## src/rtl/ifetch_unit.sv

```systemverilog
//------------------------------------------------------------------------------
// ifetch_unit
//   Instruction fetch responder: on a write_ir request it reads one word from
//   instruction memory at pc over a req/ack handshake and loads it into I.
//   Misaligned pcs and memory timeouts load UND_WORD and flag fetch_err.
//   Revision: 1.0
//------------------------------------------------------------------------------
`default_nettype none

module ifetch_unit #(
   parameter int          TIMEOUT  = 255,
   parameter logic [31:0] UND_WORD = 32'hE7F000F0
) (
   input  logic        clk,
   input  logic        rst,
   input  logic        write_ir,
   input  logic [31:0] pc,
   output logic        im_req,
   output logic [31:0] im_addr,
   input  logic        im_ack,
   input  logic [31:0] im_rdata,
   output logic [31:0] I,
   output logic        W_IR_valid,
   output logic        fetch_err,
   output logic [1:0]  err_code,
   output logic        busy
);

   // Wait counter only needs to reach TIMEOUT-1; keep at least one bit so a
   // disabled timeout still yields a legal vector.
   localparam int TW = (TIMEOUT < 1) ? 1 : $clog2(TIMEOUT + 1);
   localparam logic [TW-1:0] TLAST = TW'(TIMEOUT - 1);

   localparam logic [1:0] CODE_NONE      = 2'b00;
   localparam logic [1:0] CODE_MISALIGN  = 2'b01;
   localparam logic [1:0] CODE_TIMEOUT   = 2'b10;

   typedef enum logic [1:0] {
      IDLE = 2'd0,
      REQ  = 2'd1,
      ERR  = 2'd2
   } state_t;

   state_t        state;
   logic [TW-1:0] tcnt;
   logic [1:0]    pend_code;

   // Fetch FSM; every output is a register updated alongside the state so
   // nothing on the inputs reaches an output in the same cycle.
   always_ff @(posedge clk) begin
      if (rst) begin
         state      <= IDLE;
         tcnt       <= '0;
         pend_code  <= CODE_NONE;
         im_req     <= 1'b0;
         im_addr    <= 32'd0;
         I          <= 32'd0;
         W_IR_valid <= 1'b0;
         fetch_err  <= 1'b0;
         err_code   <= CODE_NONE;
         busy       <= 1'b0;
      end else begin
         case (state)
            IDLE: begin
               if (write_ir) begin
                  W_IR_valid <= 1'b0;
                  busy       <= 1'b1;
                  if (pc[1:0] == 2'b00) begin
                     im_addr   <= pc;
                     im_req    <= 1'b1;
                     tcnt      <= '0;
                     fetch_err <= 1'b0;
                     err_code  <= CODE_NONE;
                     state     <= REQ;
                  end else begin
                     // No memory access for a misaligned pc.
                     pend_code <= CODE_MISALIGN;
                     state     <= ERR;
                  end
               end
            end

            REQ: begin
               if (im_ack) begin
                  I          <= im_rdata;
                  W_IR_valid <= 1'b1;
                  tcnt       <= '0;
                  im_req     <= 1'b0;
                  busy       <= 1'b0;
                  state      <= IDLE;
               end else if ((TIMEOUT != 0) && (tcnt == TLAST)) begin
                  pend_code <= CODE_TIMEOUT;
                  im_req    <= 1'b0;
                  state     <= ERR;
               end else if (TIMEOUT != 0) begin
                  tcnt <= tcnt + 1'b1;
               end
            end

            ERR: begin
               I          <= UND_WORD;
               W_IR_valid <= 1'b1;
               fetch_err  <= 1'b1;
               err_code   <= pend_code;
               busy       <= 1'b0;
               state      <= IDLE;
            end

            default: begin
               im_req <= 1'b0;
               busy   <= 1'b0;
               state  <= IDLE;
            end
         endcase
      end
   end

endmodule

`default_nettype wire

```

## config.mk

```make
export PLATFORM = sky130hd
export DESIGN_NAME = ifetch_unit
export DESIGN_NICKNAME = d
export VERILOG_FILES = /design/src/rtl/ifetch_unit.sv
export SDC_FILE = /design/constraint.sdc
export NUM_CORES = 1
export LEC_CHECK = 0
export CAP_MARGIN = 20
export CORE_ASPECT_RATIO = 0.8
export CORE_MARGIN = 3
export CORE_UTILIZATION = 43
export CTS_BUF_LIST = sky130_fd_sc_hd__clkbuf_8
export CTS_CLUSTER_SIZE = 14
export DETAILED_ROUTE_END_ITERATION = 10
export HOLD_SLACK_MARGIN = 0.02
export PLACE_DENSITY_LB_ADDON = 0.15
export SLEW_MARGIN = 15
export SYNTH_ARGS = -nofsm -noshare
export SYNTH_HDL_FRONTEND = slang
export SYNTH_SLANG_ARGS = --single-unit
```

## constraint.sdc

```tcl
create_clock -name clk -period 2.6 [get_ports clk]
set_clock_uncertainty 0.2 [all_clocks]
set_input_delay 0.52 -clock clk [delete_from_list [all_inputs] [get_ports clk]]
set_output_delay 0.52 -clock clk [all_outputs]
set_load 0.01 [all_outputs]
```

==> reports/metrics.yaml, run 1 <==
start_kind: "flop"
grt_max_degree: 31
syn_area_um2: 3143
cts_root_buf: "clkbuf_8"
start_util_pct: 44.95
wl_per_cell_um: 15.00
hold_ws_ns: 0.2556
die_y_um: 82.47
drc: 0
antenna_found_initial: 0
htree_num_levels: 3
grt_usage_pct: 20.45
port_buffers: 137
path_clk_slew_ns: 0.08
grt-ovfl-total: 0
cts_buffers: 9
synth_area_leaders: "dfxtp_1, nand2_1, a21oi_1, nor2_1, a22oi_1"
yosysTopAreaCell: "dfxtp_1"
ys_seq_area_share_pct: 52.23
die_area_um2: 8378
p_int_mw: 1.948
final_nets: 560
drv_slew: 0
core_um2: 6993
synth_edf_count: 0
dp_hpwl_um: 6403
syn_area_per_cell_um2: 8.854
synth_cell_types: 49
die_x_um: 101.6
final.min_clock_period_ns: 2.234
pwr-share-comb_pct: 17.0
fin_area_um2: 4755
end_kind: "flop"
clockPowerShare_pct: 32.1
gp_congestion: 0.8784
required_ns: 2.63
grt_setup_unrepaired: "no"
setup_viol: 0
clock_sink_count: 82
dr.pass1.iters: 4
cts_resized: 0
worstMarginPinSlew_ns: 0.9494
cts_max_path_buffers: 2
finalSetupTns_ns: 0
max_freq_mhz: 447.6
rows: 27
sequentialPowerShare_pct: 50.9
hold_class: "flop to flop"
ctsHoldBuffers: 0
clkLatencyLatePin_ns: 0.34
vias_per_cell: 5.279
outcome: "finished, final reports clean"
wl_um: 8669
p_leak_nw: 1.711
grt_first_pass_wirelength_um: 13550
drtIter0Drc: 117
synthTopCellsByCount: "dfxtp_1, nand2_1, nor2_1"
post-synth-top-count-cell: "dfxtp_1"
p_switching_uw: 696.8
hold_viol: 0
io_pins: 138
arrival_ns: 2.27
async_flop_share_pct: 0
drive_gt1_share_pct: 6.517
grt_pass1_vias: 2792
ys_warn_count: 0
final_core_util_pct: 67.99
max-slew-margin-rel_pct: 35.45
ant_nets: 0
placed_area_um2: 4568
cts_tree: "built"
cts_setup_buffers: 0
maxCapViolations: 0
powerDensity_nw_per_um2: 556.2
vdd_drop_max_mv: 0.3523
netSwitchingFraction_pct: 26.35
syn-num-nets: 429
critical_path.max_fanout: 8
period_share_pct: 85.93
area_growth_pct: 51.27
syn-instance-count: 355
critical_path_class: "flop to flop"
synth_seq_cells: 82
vias: 3051
synth-main-ff-cell: "dfxtp_1"
yosysTopAreaCellShare_pct: 52.23
antennaDiodeCount: 0
state kept, by name, summed over array words and instances (netlist names):
| signal | cells |
|---|---|
| im_req | 1 |
| fetch_err | 1 |
| state | 2 |
| tcnt | 8 |
| im_addr | 32 |
| W_IR_valid | 1 |
| busy | 1 |
| pend_code | 2 |
| I | 32 |
| err_code | 2 |
metrics by stage:
step / power (mW) / std cells / setup WS (ns)
2_1_floorplan: 1.566 / 355 / 0.7064
3_3_place_gp: 1.815 / 562 / 0.2261
3_5_place_dp: 1.824 / 562 / 0.1495
4_1_cts: 2.685 / 578 / 0.3554
5_1_grt: 2.780 / 578 / 0.1936
6_report: 2.645 / 578 / 0.3658
kinds of logic after synthesis:
group	Yosys count	share of synthesized area, %
and+or+nand+nor	134	18.59
DFF	82	52.23
buffers and inverters	31	4.219
AOI/OAI and AO/OA	97	20.82
muxes	5	1.752
adders and majority gates	6	2.388
worst max-delay path: stages, from the launching register on:
cell,delay [ns]
dfxtp_1,0.37
inv_1,0.09
ha_1,0.29
and4bb_1,0.27
buf_4,0.17
o31ai_1,0.41
o311ai_1,0.21
o41ai_1,0.10
power by group through the flow:
stage / clock, mW / sequential (mW) / combinational, mW
after floorplan: 0 / 1.40 / 0.169
after global placement: 0 / 1.37 / 0.445
after detailed placement: 0 / 1.38 / 0.449
after CTS: 0.887 / 1.35 / 0.452
after global routing: 0.937 / 1.35 / 0.489
final: 0.849 / 1.35 / 0.450
final timing paths:
path,slack [ns],to,cells past startpoint,start
worst max-delay path,0.37,tcnt[7],7,state[0]
worst min-delay path,0.26,im_addr[25],2,im_addr[25]
worst min register to register,0.26,im_addr[25],2,im_addr[25]
worst max register to register,0.37,tcnt[7],7,state[0]
area by class of cell:
type,instances,area (µm²)
fillers,576,2238
flip-flops and latches,82,1642
repair buffers,145,1426
multi-input cells,242,1369
clock buffers,10,137.6
well taps,87,108.9
clock inverters,6,48.80
inverters,6,22.52
metal layers:
layer	share of wire [%]	GRT usage, %	wire (µm)	up-vias
met3	8.0	6.297	695	10
li1	-	-	-	1505
met2	47	32.64	4082	110
met1	44	26.73	3797	1426
met4	1.1	6.242	94	0
met5	0	0	0	-
cells in the final DEF (no fill, tap or decap), types with 3 or more instances in the layout:
master | Yosys | layout
clkdlybuf4s50_1 | 0 | 136
dfxtp_1 | 82 | 82
nand2_1 | 67 | 67
nor2_1 | 44 | 44
a21oi_1 | 37 | 37
a22oi_1 | 19 | 19
o22ai_1 | 14 | 14
clkbuf_8 | 0 | 10
buf_4 | 2 | 8
inv_1 | 6 | 6
ha_1 | 6 | 6
nand3_1 | 3 | 3
and3_1 | 3 | 3
mux2i_1 | 3 | 3
nor3_1 | 3 | 3
(Power assumes the default switching activity.)
==> run 2, diff against run 1 <==
--- a/config.mk
+++ b/config.mk
@@ -6,12 +6,15 @@
 export NUM_CORES = 1
 export LEC_CHECK = 0
 export CAP_MARGIN = 20
+export CELL_PAD_IN_SITES_DETAIL_PLACEMENT = 1
+export CELL_PAD_IN_SITES_GLOBAL_PLACEMENT = 2
 export CORE_ASPECT_RATIO = 0.8
 export CORE_MARGIN = 3
-export CORE_UTILIZATION = 43
+export CORE_UTILIZATION = 24
 export CTS_BUF_LIST = sky130_fd_sc_hd__clkbuf_8
 export CTS_CLUSTER_SIZE = 14
 export DETAILED_ROUTE_END_ITERATION = 10
+export GPL_TIMING_DRIVEN = 0
 export HOLD_SLACK_MARGIN = 0.02
 export PLACE_DENSITY_LB_ADDON = 0.15
 export SLEW_MARGIN = 15
==> run 2 against run 1 <==
Non-clock buffer count increased by 16. Wire length grew 22%. Flip-flop and latch count unchanged. Power grew 8.4%. Critical path type unchanged.
==> reports/metrics.yaml, run 2 (same netlist as run 1, synthesis figures left out) <==
outcome: "finished, final reports clean"
period_share_pct: 85.48
maxCapViolations: 0
hold_class: "flop to flop"
grt-ovfl-total: 0
die_y_um: 108.4
powerDensity_nw_per_um2: 580.3
dp_hpwl_um: 8094
wl_per_cell_um: 15.68
p_leak_nw: 1.755
start_kind: "flop"
antennaDiodeCount: 0
drc: 0
ant_nets: 0
area.sequential_um2: 1642
die_x_um: 133.9
die_area_um2: 14510
core_um2: 12480
grt_pass1_vias: 3300
finalPower_mw: 2.868
final_nets: 576
path_clk_slew_ns: 0.09
io_pins: 138
worstMarginPinSlew_ns: 0.5827
cts_max_path_buffers: 2
wl_um: 10610
finalSetupTns_ns: 0
met2_length_um: 4843
arrival_ns: 2.27
grt_max_degree: 15
vias_per_cell: 4.581
drive_gt1_share_pct: 6.126
path_cells: "inv_1 > ha_1 > and4bb_1 > buf_4 > o31ai_1 > o311ai_1 > o41ai_1"
start_util_pct: 25.19
cts_root_buf: "clkbuf_8"
crit_family: "compound AO/OA/AOI/OAI gates"
required_ns: 2.64
grt_usage_pct: 14.75
clock_sink_count: 82
dr.pass1.iters: 4
antenna_found_initial: 0
cts_resized: 0
cts_buffers: 9
htree_num_levels: 3
area_growth_pct: 57.25
critical_path_class: "flop to flop"
layout_commonest_cell: "clkdlybuf4s50_1"
fillers: 1473
gp_congestion: 0.7185
cts_tree: "built"
setup_viol: 0
ctsHoldBuffers: 0
most-common-layout-cells: "clkdlybuf4s50_1, dfxtp_1, nand2_1"
crit_slowest_cell: "o31ai_1"
hold_viol: 0
wl_met3_um: 526
multiInputGateArea_um2: 1369
top_layer: "met4"
final.min_clock_period_ns: 2.222
slowest_delay_ns: 0.44
top_regs: "I (32), im_addr (32), tcnt (8)"
crit_buf_inv: 2
max_freq_mhz: 450.0
drtIter0Drc: 136
port_buffers: 136
drv_slew: 0
wl_met1_um: 5112
clkLatencyLatePin_ns: 0.35
grt_first_pass_wirelength_um: 17150
cts_setup_buffers: 0
end_kind: "flop"
vdd_drop_max_mv: 0.2841
rows: 36
grt_setup_unrepaired: "no"
vias: 3101
max-slew-margin-rel_pct: 61.16
critical_path.max_fanout: 10
==> run 2: changes by cell type in the layout (fill, tap and decap cells not counted), sizes merged <==
cell	before	now
buf	9	13
clkbuf	10	22
inv	9	7
clkinv	1	2
bufinv	0	2
clkinvlp	2	0
==> run 2: worst paths after layout <==
path                                  start           to  slack, ns  cells after the start
worst max-delay path               state[0]      tcnt[7]       0.38                      7
worst min-delay path            im_addr[24]  im_addr[24]       0.26                      2
worst min register to register  im_addr[24]  im_addr[24]       0.26                      2
worst max register to register     state[0]      tcnt[7]       0.38                      7
==> run 2: final cells by class <==
class,instances,share of cell area (%)
plain buffers,25,2.228
clock buffers,10,2.785
clock inverters,5,1.747
inverters,6,0.4557
multi-input cells,242,27.70
flip-flops and latches,82,33.22
well taps,171,4.329
repair buffers,136,27.54
==> run 2: tightest hold or removal path, stage by stage (launching register included) <==
cell	delay [ns]
dfxtp_1	0.32
nand2_1	0.05
a21oi_1	0.05
==> run 2: stage by stage <==
stage               hold slack (ns)  utilization [%]  instance area [µm²]  instances  worst slack, ns
floorplan                    0.2341                -                 3143        355           0.7064
global route                 0.2803            39.61                 4942        677           0.1779
global placement             0.2416            37.82                 4718        662          0.02817
CTS                          0.2599            39.61                 4942        677           0.3150
finish                       0.2575            39.61                 4942        677           0.3775
detailed placement           0.2483            37.82                 4718        662          0.01926
==> run 2: report_power, final <==
part	switching [mW]	internal (mW)
logic	0.212	0.251
registers	0.0316	1.31
clock network	0.490	0.569
total	0.734	2.13
==> run 2: layer usage <==
| metal | global-route usage (%) | up-vias |
|---|---|---|
| li1 | - | 1535 |
| met1 | 19.45 | 1472 |
| met2 | 24.08 | 83 |
| met3 | 4.047 | 11 |
| met4 | 3.671 | 0 |
| met5 | 0 | - |
